--- config.mk ---
export PLATFORM = sky130hd
export DESIGN_NAME = seq_divider
export DESIGN_NICKNAME = d
export VERILOG_FILES = /design/src/rtl/seq_divider.sv
export SDC_FILE = /design/constraint.sdc
export NUM_CORES = 1
export LEC_CHECK = 0
export BUFFER_PORTS_ARGS = -buffer_cell sky130_fd_sc_hd__buf_2
export CORE_UTILIZATION = 40
export CTS_CLUSTER_SIZE = 40
export DETAILED_ROUTE_END_ITERATION = 6
export GPL_TIMING_DRIVEN = 1
export PLACE_DENSITY = 0.61
export SYNTH_ARGS = -nofsm -noshare
export SYNTH_HDL_FRONTEND = slang
export SYNTH_SLANG_ARGS = --single-unit
--- constraint.sdc ---
create_clock -name Clk -period 4.1 [get_ports Clk]
set_input_delay 0.615 -clock Clk [delete_from_list [all_inputs] [get_ports Clk]]
set_output_delay 0.615 -clock Clk [all_outputs]
set_load 0.02 [all_outputs]
--- src/rtl/seq_divider.sv ---
// Restoring shift-subtract divider, one quotient bit per clock, start/done handshake.
// Define SEQ_DIVIDER_SIGNED_EN for two's-complement operands (adds a sign-fix cycle).
module seq_divider #(
  parameter int unsigned WIDTH = 16
) (
  input  logic             Clk,
  input  logic             Reset,
  input  logic             Start,
  input  logic [WIDTH-1:0] Dividend,
  input  logic [WIDTH-1:0] Divisor,
  output logic             Busy,
  output logic             Done,
  output logic             DivByZero,
  output logic [WIDTH-1:0] Quotient,
  output logic [WIDTH-1:0] Remainder
);

  localparam int unsigned CntW = (WIDTH > 2) ? $clog2(WIDTH) : 1;

  typedef enum logic [1:0] {StIdle, StRun, StFix, StDone} state_e;

  state_e            state;
  logic [WIDTH-1:0]  rem, q, d;
  logic [CntW-1:0]   cnt;
  logic [WIDTH:0]    shifted, diff;
  logic [WIDTH-1:0]  rem_next, q_next;
  logic [WIDTH-1:0]  dvd_mag, dvs_mag;

`ifdef SEQ_DIVIDER_SIGNED_EN
  logic neg_q, neg_r;

  assign dvd_mag = Dividend[WIDTH-1] ? -Dividend : Dividend;
  assign dvs_mag = Divisor[WIDTH-1]  ? -Divisor  : Divisor;
`else
  assign dvd_mag = Dividend;
  assign dvs_mag = Divisor;
`endif

  // Partial remainder is kept W+1 bits wide so large divisors cannot overflow the shift.
  always_comb begin
    shifted = {rem, q[WIDTH-1]};
    diff    = shifted - {1'b0, d};
    if (!diff[WIDTH]) begin
      rem_next = diff[WIDTH-1:0];
      q_next   = {q[WIDTH-2:0], 1'b1};
    end else begin
      rem_next = shifted[WIDTH-1:0];
      q_next   = {q[WIDTH-2:0], 1'b0};
    end
  end

  always_ff @(posedge Clk or posedge Reset) begin
    if (Reset) begin
      state     <= StIdle;
      rem       <= '0;
      q         <= '0;
      d         <= '0;
      cnt       <= '0;
      Busy      <= 1'b0;
      Done      <= 1'b0;
      DivByZero <= 1'b0;
      Quotient  <= '0;
      Remainder <= '0;
`ifdef SEQ_DIVIDER_SIGNED_EN
      neg_q     <= 1'b0;
      neg_r     <= 1'b0;
`endif
    end else begin
      Done <= 1'b0;
      case (state)
        StIdle: begin
          if (Start) begin
            if (Divisor == '0) begin
              Quotient  <= '1;
              Remainder <= Dividend;
              DivByZero <= 1'b1;
              Done      <= 1'b1;
              state     <= StDone;
            end else begin
              rem       <= '0;
              q         <= dvd_mag;
              d         <= dvs_mag;
              cnt       <= CntW'(WIDTH - 1);
              DivByZero <= 1'b0;
              Busy      <= 1'b1;
`ifdef SEQ_DIVIDER_SIGNED_EN
              neg_q     <= Dividend[WIDTH-1] ^ Divisor[WIDTH-1];
              neg_r     <= Dividend[WIDTH-1];
`endif
              state     <= StRun;
            end
          end
        end
        StRun: begin
          rem <= rem_next;
          q   <= q_next;
          cnt <= cnt - 1'b1;
          if (cnt == '0) begin
`ifdef SEQ_DIVIDER_SIGNED_EN
            state     <= StFix;
`else
            Quotient  <= q_next;
            Remainder <= rem_next;
            Busy      <= 1'b0;
            Done      <= 1'b1;
            state     <= StDone;
`endif
          end
        end
`ifdef SEQ_DIVIDER_SIGNED_EN
        StFix: begin
          Quotient  <= neg_q ? -q : q;
          Remainder <= neg_r ? -rem : rem;
          Busy      <= 1'b0;
          Done      <= 1'b1;
          state     <= StDone;
        end
`endif
        StDone:  state <= StIdle;
        default: state <= StIdle;
      endcase
    end
  end

endmodule

### After elaboration in Yosys (flattened, before gate mapping)

Cells that the tools add are included.

| word-level totals | value |
|---|---|
| input port bits | 35 |
| bits in registers | 89 |
| word-level logic and storage cells | 59 |
| output and inout port bits | 35 |

| operators by class | value |
|---|---|
| muxes and demuxes | 31 |
| add/sub/neg operators | 2 |
| bitwise gates (word level) | 1 |
| eq/ne operators | 5 |
| reductions and logical operators | 10 |

Operators by type and width:

| cell | number |
|---|---|
| $mux W16 | 11 |
| $pmux W16 S2 | 4 |
| $sub A17 B16 Y17 | 1 |
| $logic_not A16 Y1 | 1 |
| $mux W4 | 2 |
| $ne A2 B2 Y1 const B | 4 |
| $pmux W4 S2 | 1 |
| $reduce_and A4 Y1 | 2 |
| $mux W1 | 7 |
| $mux W2 | 3 |
| $reduce_and A3 Y1 | 2 |
| $logic_not A4 Y1 | 1 |
| $pmux W1 S2 | 2 |
| $pmux W2 S2 | 1 |
| $reduce_and A2 Y1 | 2 |
| $sub A4 B1 Y4 const B | 1 |
| $eq A2 B1 Y1 const B | 1 |
| $logic_not A2 Y1 | 1 |
| $reduce_bool A2 Y1 | 1 |
| $not A1 Y1 | 1 |

### Longest topological paths before layout

Gate-level depths: netlist of the first run.

| logic depth | value |
|---|---|
| depth in word-level cells | 4 |
| gate-level depth with buffers | 12 |
| depth with buffers taken out | 10 |

### Worst setup path before layout of the first run

Ideal clock, no wire load.

| timing path | value |
|---|---|
| path kind | reg2reg |
| start point | register q[15] |
| end point | register Remainder[14] |
| path slack | 1387 ps |
| arrival time | 2586 ps |
| library setup time | 126 ps |
| required time | 3974 ps |
| buffers on the path | 2 |
| cell stages (with the launch flop) | 13 |
| clock period less this slack | 2713 ps |
| cells stage by stage | dfrtp_1 inv_1 ha_1 fa_1 nand2b_1 a21oi_2 o21ai_1 a41o_2 buf_6 xor2_4 buf_6 nor3_2 o32a_1 |

| between the ends | value |
|---|---|
| word-level cells in the longest chain between the ends | 4 |

Ends and longest elaborated chain:

| item | RTL line | text |
|---|---|---|
| start, declared | 23 | `logic [WIDTH-1:0] rem, q, d;` |
| start signal, assigned | 81 | `q <= dvd_mag;` |
| start signal, assigned | 96 | `q <= q_next;` |
| $sub A17 B16 Y17 | 42 | `diff = shifted - {1'b0, d};` |
| $mux W16 | 43 | `if (!diff[WIDTH]) begin` |
| $mux W16 | 98 | `if (cnt == '0) begin` |
| $pmux W16 S2 | 70 | `case (state)` |
| end signal, assigned | 75 | `Remainder <= Dividend;` |
| end signal, assigned | 103 | `Remainder <= rem_next;` |
| end, declared | 15 | `output logic [WIDTH-1:0] Remainder` |

Every way passes these cells. The select of a mux whose other input is x is not followed.
A chain may end at the register's enable or synchronous reset.

### Final worst setup path of the first run

| timing path | value |
|---|---|
| start point | register q[15] |
| end point | register Remainder[0] |

| between the ends | value |
|---|---|
| word-level cells in the longest chain between the ends | 4 |

Ends and longest elaborated chain:

| item | RTL line |
|---|---|
| $sub A17 B16 Y17 | 42 |
| $mux W16 * | 43 |
| $mux W16 * | 98 |
| $pmux W16 S2 * | 70 |

Every way passes the cells marked *; elsewhere a longest branch is shown, timed or not. The select of a mux whose other input is x is not followed.

==> metrics.txt, run 1 <==
vias in the first global route=3883; fin crit share=0.766; Via Count=4093; status=complete, no violations; post-DR wirelength/cell=16.1 µm; r2r setup slk=960 ps; #FFs+latches synth=89; antenna-violating nets left=0; mapped cell area=4960 µm²; maxcap violations=0; Syn Area/Cell=9.30 µm²; share of layout cells above drive strength 1=0.213; CTS H-tree depth=3; Worst Setup SP=q[15]$_DFFE_PP0P_; Clock Latency Late Sink=350 ps; post-synth cell types=60; 1st-iter DRT viols=265; clk_skew=6.48 ps; gr usage total=0.203; gpl congestion=0.823; RSZ-0062 raised after global routing=no; row cnt=40; max-slew violation count=0; synth cell count leaders=89 x dfrtp_1, 70 x nand2_1, 62 x nor2_1, 30 x a21oi_1, 24 x inv_1; TritonCTS Buffers=9; relative slew slack=0.430; Setup-failing EPs final=0; worst-path fanout max=16; CTS tree=built; reg2reg end=Remainder[0]$_DFFE_PP0P_; Main synth FF type=dfrtp_1; r2r startpoint=q[15]$_DFFE_PP0P_; die area=12800 µm²; Area Growth Syn to Fin=16.9%; Tmin final=3140 ps; dpl hpwl=9040 µm; CTS Hold Bufs=0; IO Pins=70; # resized after CTS=0; CP endpoint kind=flop; chip height=113 µm; post-synth top area share=0.449; largest net degree at the start of global routing=64; Post-CTS Setup Bufs=0; Gate Count Post-Synth=533; EDFF count, synth=0; synth top area cells=dfrtp_1 45%, nand2_1 5.3%, mux2_2 5.0%; crit path kind=reg2reg; drt drc=0; sequential fraction of the synthesis area=0.449; largest area contributor in the netlist=dfrtp_1; Vias/cell=5.36; fill count=1172; drt first pass iters=7; Worst Hold Class=in2async; clock sinks=89; crit start category=flop; initial core utilization=0.411; hold_ws=261 ps; Data required, critical path=4360 ps; Die Wd=113 µm; worst path arrival time=3410 ps; CTS clk-pin slew, worst paths=70 ps; FFs w/ async S/R, synth=1.00; post-layout net count=643; Max Fclk=318 MHz; syn_nets=586; FF/Latch Area=2230 µm²; count leader, synth=dfrtp_1; Core Box Area=12100 µm²; worst r2r path cells=10; grt ovf=0; initial antenna violation count=0; Final Hold Fails=0; global-route wire length before repair=20100 µm; Slew @ Worst Pin=852 ps; Root Buffer=clkbuf_16; Worst Setup EP=Remainder[0]$_DFFE_PP0P_; Setup TNS=0 ps; n_diodes=0; Warnings, synthesis=0; final WL=12300 µm; area occupied by multi-input gates=2500 µm²; IO buf count=69; Clock Path Buffers=2
flip-flops by register name, indices dropped and copies added (netlist names):
signal / flops
Quotient: 16
rem: 16
q: 16
state: 2
Done: 1
Remainder: 16
d: 16
cnt: 4
DivByZero: 1
Busy: 1
cell families (layout without fill, tap and decap cells):
| logic type | count (synthesis) | in the layout | share of synthesized area |
|---|---|---|---|
| buf+inv | 55 | 117 | 0.0517 |
| xor+xnor | 12 | 12 | 0.0288 |
| fa+ha+maj | 18 | 18 | 0.0469 |
| mux | 30 | 30 | 0.0661 |
| simple gates | 208 | 208 | 0.188 |
| compound gates | 121 | 121 | 0.170 |
| flops | 89 | 89 | 0.449 |
cells in the final DEF, fill, tap and decap left out, types with 4 or more instances in the layout:
cell type	instances
a21oi_1	30
o21a_1	6
xnor2_1	8
nor2_1	62
o21ai_0	22
nor2b_1	5
mux2i_1	8
buf_2	69
nor4_1	8
clkbuf_16	9
nor3_1	23
inv_1	23
nand2_1	70
a211o_1	4
ha_1	17
buf_4	7
nand3_1	20
mux2_2	22
a41oi_1	5
dfrtp_1	89
a21o_1	11
a31oi_1	7
critical path, cell delays in order, from the launching register on:
cell	delay, ps
dfrtp_1	360
inv_1	60
ha_1	220
fa_1	380
nand2b_1	200
a21oi_2	240
o21ai_1	160
a41o_2	400
xor2_4	470
mux2_2	410
o221ai_1	180
area by class of cell:
| type | count | share of cell area |
|---|---|---|
| Clock inverter | 7 | 0.0222 |
| Clock buffer | 9 | 0.0389 |
| Timing Repair Buffer | 77 | 0.0721 |
| Sequential cell | 89 | 0.384 |
| Inverter | 24 | 0.0158 |
| Tap cell | 168 | 0.0363 |
| Multi-Input combinational cell | 389 | 0.431 |
through the flow:
step / setup WS (ps) / cells / cell area [µm²] / util
2_1_floorplan: 1180 / 533 / 4960 / -
3_3_place_gp: 982 / 747 / 5440 / 0.451
3_5_place_dp: 943 / 747 / 5440 / 0.451
4_1_cts: 956 / 763 / 5800 / 0.481
5_1_grt: 784 / 763 / 5800 / 0.481
6_report: 958 / 763 / 5800 / 0.481
metal layers:
metal	vias to the layer above	track usage	wire (µm)
li1	2004	-	-
met1	1976	0.290	6170
met2	101	0.308	5450
met3	12	0.0466	560
met4	0	0.0588	129
met5	-	0	0
how the worst min path moves through the flow:
stage               slack, ps  cells past startpoint                  endpoint
floorplan                 420                      1      state[0]$_DFFE_PP0P_
global placement          490                      2   Quotient[8]$_DFFE_PP0P_
detailed placement        500                      2   Quotient[1]$_DFFE_PP0P_
CTS                       270                      2  Remainder[3]$_DFFE_PP0P_
global route              290                      2  Quotient[10]$_DFFE_PP0P_
finish                    260                      2  Remainder[3]$_DFFE_PP0P_
Power of run 1 is left out: the tool's default activity adds up to more than one toggle a clock period on the data nets, which glitch-free logic cannot reach.
==> run 2, diff against run 1 <==
clock period = 2.9 ns   (was 4.1 ns; I/O delays follow)
==> run 2 against run 1 <==
Compared with the run above:
- via count is 1.8% higher
- global-route usage is 0.081 points lower
- routed wire length is 2.3% higher
- die area stayed put
- largest cell class unchanged
- design area is 2.8% higher
- critical path depth is 1 lower
==> metrics.txt, run 2 (synthesis results as in run 1) <==
status=complete, no violations; Die Wd=113 µm (unchanged); grt ovf=0 (unchanged); dpl hpwl=9210 µm (+1.9%); final WL=12600 µm (+2.3%); r2r startpoint=rem[4]$_DFFE_PP0P_; Setup-failing EPs final=0 (unchanged); die area=12800 µm² (unchanged); worst r2r path cells=9 (-1); worst path arrival time=3030 ps (-380 ps); Data required, critical path=3120 ps (-1240 ps); most common cell after layout, fill and taps aside=dfrtp_1; DR top layer=met4; M1 WL=6110 µm (-0.96%); worst-path fanout max=6 (-10); relative slew slack=0.411 (-0.0196); maxcap violations=0 (unchanged); Final Hold Fails=0 (unchanged); Cell Chain, Critical Path=ha_1 > a21oi_1 > nand2_1 > o21ai_2 > a41o_4 > buf_4 > mux2_2 > a31oi_1 > a31oi_1; fill count=1151 (-1.8%); fin crit share=0.968 (+0.202); IO Pins=70 (unchanged); gr usage total=0.202 (-0.000812); IO buf count=69 (unchanged); drt drc=0 (unchanged); CP bufs+invs=1 (unchanged); CP peak stage delay=430 ps (-40 ps); Final Core Density=0.494 (+0.0134); Clock Path Buffers=2 (unchanged); crit-path most repeated cell=a31oi_1; Met2 Routed Length=5770 µm (+5.9%); 1st-iter DRT viols=213 (-20%); crit path kind=reg2reg; CTS H-tree depth=3 (unchanged); Core Box Area=12100 µm² (unchanged); Worst Setup SP=rem[4]$_DFFE_PP0P_; largest net degree at the start of global routing=53 (-17%); Via Count=4166 (+1.8%); CP endpoint kind=flop; chip height=113 µm (unchanged); post-DR wirelength/cell=16.1 µm (-0.41%); most frequent cells in the layout=89 x dfrtp_1, 70 x nand2_1, 69 x buf_2; initial antenna violation count=0 (unchanged); Critical-path top delay cell=dfrtp_1; drt first pass iters=4 (-3); gpl congestion=0.925 (+12%); max-slew violation count=0 (unchanged); n_diodes=0 (unchanged); share of layout cells above drive strength 1=0.245 (+0.0317); Slew @ Worst Pin=884 ps (+31.4 ps); Root Buffer=clkbuf_16; global-route wire length before repair=20300 µm (+0.96%); Levels on crit path=9 (-1); row cnt=40 (unchanged); Worst Setup EP=Remainder[8]$_DFFE_PP0P_; CTS Hold Bufs=0 (unchanged); post-layout net count=664 (+3.3%); Vias/cell=5.31 (-0.94%); crit start category=flop; reg2reg end=Remainder[8]$_DFFE_PP0P_; Worst Hold Class=in2async; metal3 WL=563 µm (+0.54%); CTS tree=built; Max Fclk=356 MHz (+12%); Clock Latency Late Sink=350 ps (about the same); clock sinks=89 (unchanged); Area Growth Syn to Fin=20.2%; largest delay contributor family on the critical path=compound AO/OA/AOI/OAI gates; vias in the first global route=4098 (+5.5%); r2r setup slk=90 ps (-870 ps); CTS clk-pin slew, worst paths=70 ps (about the same); initial core utilization=0.411 (unchanged); clk_skew=7.84 ps (+1.36 ps); antenna-violating nets left=0 (unchanged); Tmin final=2810 ps (-335 ps); TritonCTS Buffers=9 (unchanged)
run 2: cell types whose count changed in the layout (fill, tap and decap cells not counted), sizes merged:
| cell | before | now |
|---|---|---|
| buf | 77 | 96 |
| bufinv | 3 | 0 |
| clkbuf | 9 | 10 |
| clkinv | 4 | 5 |
| inv | 24 | 25 |
| xnor2 | 9 | 10 |
| xor2 | 3 | 4 |
run 2: what timing repair did:
item	4_1_cts	5_1_grt
setup buffers	3	0
resized for setup	0	5
endpoints found under the setup margin	5	17
hold endpoints to repair	0	0
pin swaps	0	3
gates cloned	0	2
run 2: per-layer routing:
| layer | GRT usage | vias up |
|---|---|---|
| met5 | 0 | - |
| met4 | 0.0728 | 0 |
| met3 | 0.0295 | 11 |
| met2 | 0.325 | 100 |
| met1 | 0.279 | 2008 |
| li1 | - | 2047 |
run 2: final cells by class:
cell class	instances	area, µm²	area share
multi-input combinational	391	2550	0.429
tap	168	210	0.0353
clock buffer	10	239	0.0401
clock inverter	6	51.3	0.00861
sequential	89	2230	0.374
inverter	24	91.3	0.0153
timing repair buffer	96	586	0.0983
run 2: how the worst min path moves through the flow:
stage                                    endpoint  slack (ps)  cells past startpoint
final                            q[1]$_DFFE_PP0P_         170                      2
after global routing             q[1]$_DFFE_PP0P_         230                      2
after CTS                        q[1]$_DFFE_PP0P_         200                      2
after detailed placement        q[15]$_DFFE_PP0P_         480                      2
after global placement    Quotient[8]$_DFFE_PP0P_         480                      2
after floorplan              state[0]$_DFFE_PP0P_         420                      1
run 2: stage by stage:
step | TNS, ps | setup slack, ps | std cells | cell area [µm²] | hold slack, ps
3_5_place_dp | 0 | 11.4 | 763 | 5590 | 482
6_report | 0 | 93.1 | 784 | 5960 | 170
3_3_place_gp | 0 | 54.5 | 763 | 5590 | 485
2_1_floorplan | 0 | 158 | 533 | 4960 | 424
4_1_cts | 0 | 38.5 | 782 | 5900 | 196
5_1_grt | -53.8 | -19.3 | 784 | 5960 | 234
Power of run 2 is left out for the same reason.
==> run 3, diff against run 2 <==
CTS_BUF_LIST = sky130_fd_sc_hd__clkbuf_16   (was default)
==> run 3 against run 2 <==
Compared with the run above:
- via count grew 0.53%
- fmax shrank 0.27%
- global-route usage is essentially flat
- clock skew shrank 0.99 ps
- design area shrank 0.17%
- register-to-register slack is essentially flat
- non-clock buffer count is the same
- routed wire length is essentially flat
- hold slack gained 4.8 ps
- cell count is the same
- critical path depth is the same
- utilization shrank 0.083 points
- largest cell class unchanged
==> metrics.txt, run 3 (synthesis results as in run 1) <==
share of layout cells above drive strength 1=0.244 (-0.00162); Vias/cell=5.34 (+0.53%); CTS Hold Bufs=0 (unchanged); initial core utilization=0.411 (unchanged); DR top layer=met4; clock sinks=89 (unchanged); Setup-failing EPs final=0 (unchanged); drt first pass iters=4 (unchanged); Tmin final=2810 ps (+7.56 ps); IO Pins=70 (unchanged); Area Growth Syn to Fin=20.0%; area occupied by multi-input gates=2550 µm² (unchanged); fin crit share=0.971 (+0.00261); row cnt=40 (unchanged); die area=12800 µm² (unchanged); largest net degree at the start of global routing=53 (unchanged); worst-path fanout max=6 (unchanged); CTS tree=built; n_diodes=0 (unchanged); gpl congestion=0.925 (unchanged); initial antenna violation count=0 (unchanged); Core Box Area=12100 µm² (unchanged); worst path arrival time=3030 ps (about the same); most frequent cells in the layout=89 x dfrtp_1, 70 x nand2_1, 69 x buf_2; vias in the first global route=4104 (+0.15%); drt drc=0 (unchanged); Critical-path top delay cell=dfrtp_1; Clock Path Buffers=2 (unchanged); crit-path most repeated cell=a31oi_1; Finished Layout Cells=784 (unchanged); status=complete, no violations; relative slew slack=0.409 (-0.00146); Placed Cells incl. Taps=763 (unchanged); Clock Latency Late Sink=350 ps (about the same); Slew @ Worst Pin=886 ps (+2.19 ps); Root Buffer=clkbuf_16; CP peak stage delay=430 ps (about the same); antenna-violating nets left=0 (unchanged); FF/Latch Area=2230 µm² (unchanged); TritonCTS Buffers=9 (unchanged); Max Fclk=355 MHz (-0.27%); Via Count=4188 (+0.53%); crit start category=flop; grt ovf=0 (unchanged); gr usage total=0.203 (+0.000440); hold_ws=175 ps (+4.79 ps); global-route wire length before repair=20400 µm (+0.24%); Met2 Routed Length=5830 µm (+0.97%); dpl hpwl=9210 µm (unchanged); maxcap violations=0 (unchanged); Cell Chain, Critical Path=ha_1 > a21oi_1 > nand2_1 > o21ai_2 > a41o_4 > buf_4 > mux2_2 > a31oi_1 > a31oi_1; chip height=113 µm (unchanged); crit path kind=reg2reg; metal3 WL=725 µm (+29%); final WL=12600 µm (about the same); max-slew violation count=0 (unchanged); CTS H-tree depth=3 (unchanged); clk_skew=6.84 ps (-0.991 ps); CP endpoint kind=flop; fill count=1152 (+0.087%); Final Core Density=0.493 (-0.000829); M1 WL=5910 µm (-3.3%); 1st-iter DRT viols=252 (+18%); IO buf count=69 (unchanged); Die Wd=113 µm (unchanged); CTS clk-pin slew, worst paths=70 ps (about the same); most common cell after layout, fill and taps aside=dfrtp_1; post-DR wirelength/cell=16.1 µm (about the same); Final Hold Fails=0 (unchanged); post-layout net count=664 (unchanged); Data required, critical path=3120 ps (about the same); Worst Hold Class=in2async
-- run 3: cell types whose count changed in the layout (fill, tap and decap cells not counted) --
cell,change
clkbuf_8,-1
clkinv_1,+1
-- run 3: layout make-up --
class	instances	area share
clock buffers	9	0.0379
multi-input cells	391	0.429
clock inverters	7	0.00926
repair buffers	96	0.0984
flip-flops and latches	89	0.374
well taps	168	0.0353
inverters	24	0.0154
-- run 3: critical path: cells and delay by family (launching register included) --
family,cells,cell delay [ps]
AOI/OAI and AO/OA,5,1170
adders and majority gates,1,390
buffers and inverters,1,210
DFF,1,430
muxes,1,360
and+or+nand+nor,1,140
-- run 3: repair_timing --
action,in CTS,in global routing
resized for setup,0,5
pin swaps,0,3
buffers inserted,3,0
cloned,0,2
setup endpoints to repair,5,17
-- run 3: metal layers --
metal / vias to the layer above / GRT usage
met2: 117 / 0.328
met4: 0 / 0.0711
li1: 2050 / -
met3: 8 / 0.0284
met1: 2013 / 0.279
met5: - / 0
-- run 3: metrics by stage --
step	setup TNS, ps	setup WS, ps	cell area (µm²)
global placement	0	54.5	5590
global route	-55.0	-20.8	5950
finish	0	85.5	5950
CTS	0	38.5	5890
detailed placement	0	11.4	5590
floorplan	0	158	4960
-- run 3: path summary, 6_finish.rpt --
check | from | endpoint | slack, ps | depth (start not counted)
setup / recovery | rem[4]$_DFFE_PP0P_ | Remainder[8]$_DFFE_PP0P_ | 90 | 9
hold / removal | Reset | q[1]$_DFFE_PP0P_ | 170 | 2
setup reg to reg | rem[4]$_DFFE_PP0P_ | Remainder[8]$_DFFE_PP0P_ | 90 | 9
hold reg to reg | q[15]$_DFFE_PP0P_ | q[15]$_DFFE_PP0P_ | 500 | 2
max in group asynchronous | Reset | rem[6]$_DFFE_PP0P_ | 2020 | 3
min in group Clk | Divisor[1] | d[1]$_DFFE_PP0P_ | 340 | 2
Power of run 3 is left out for the same reason.
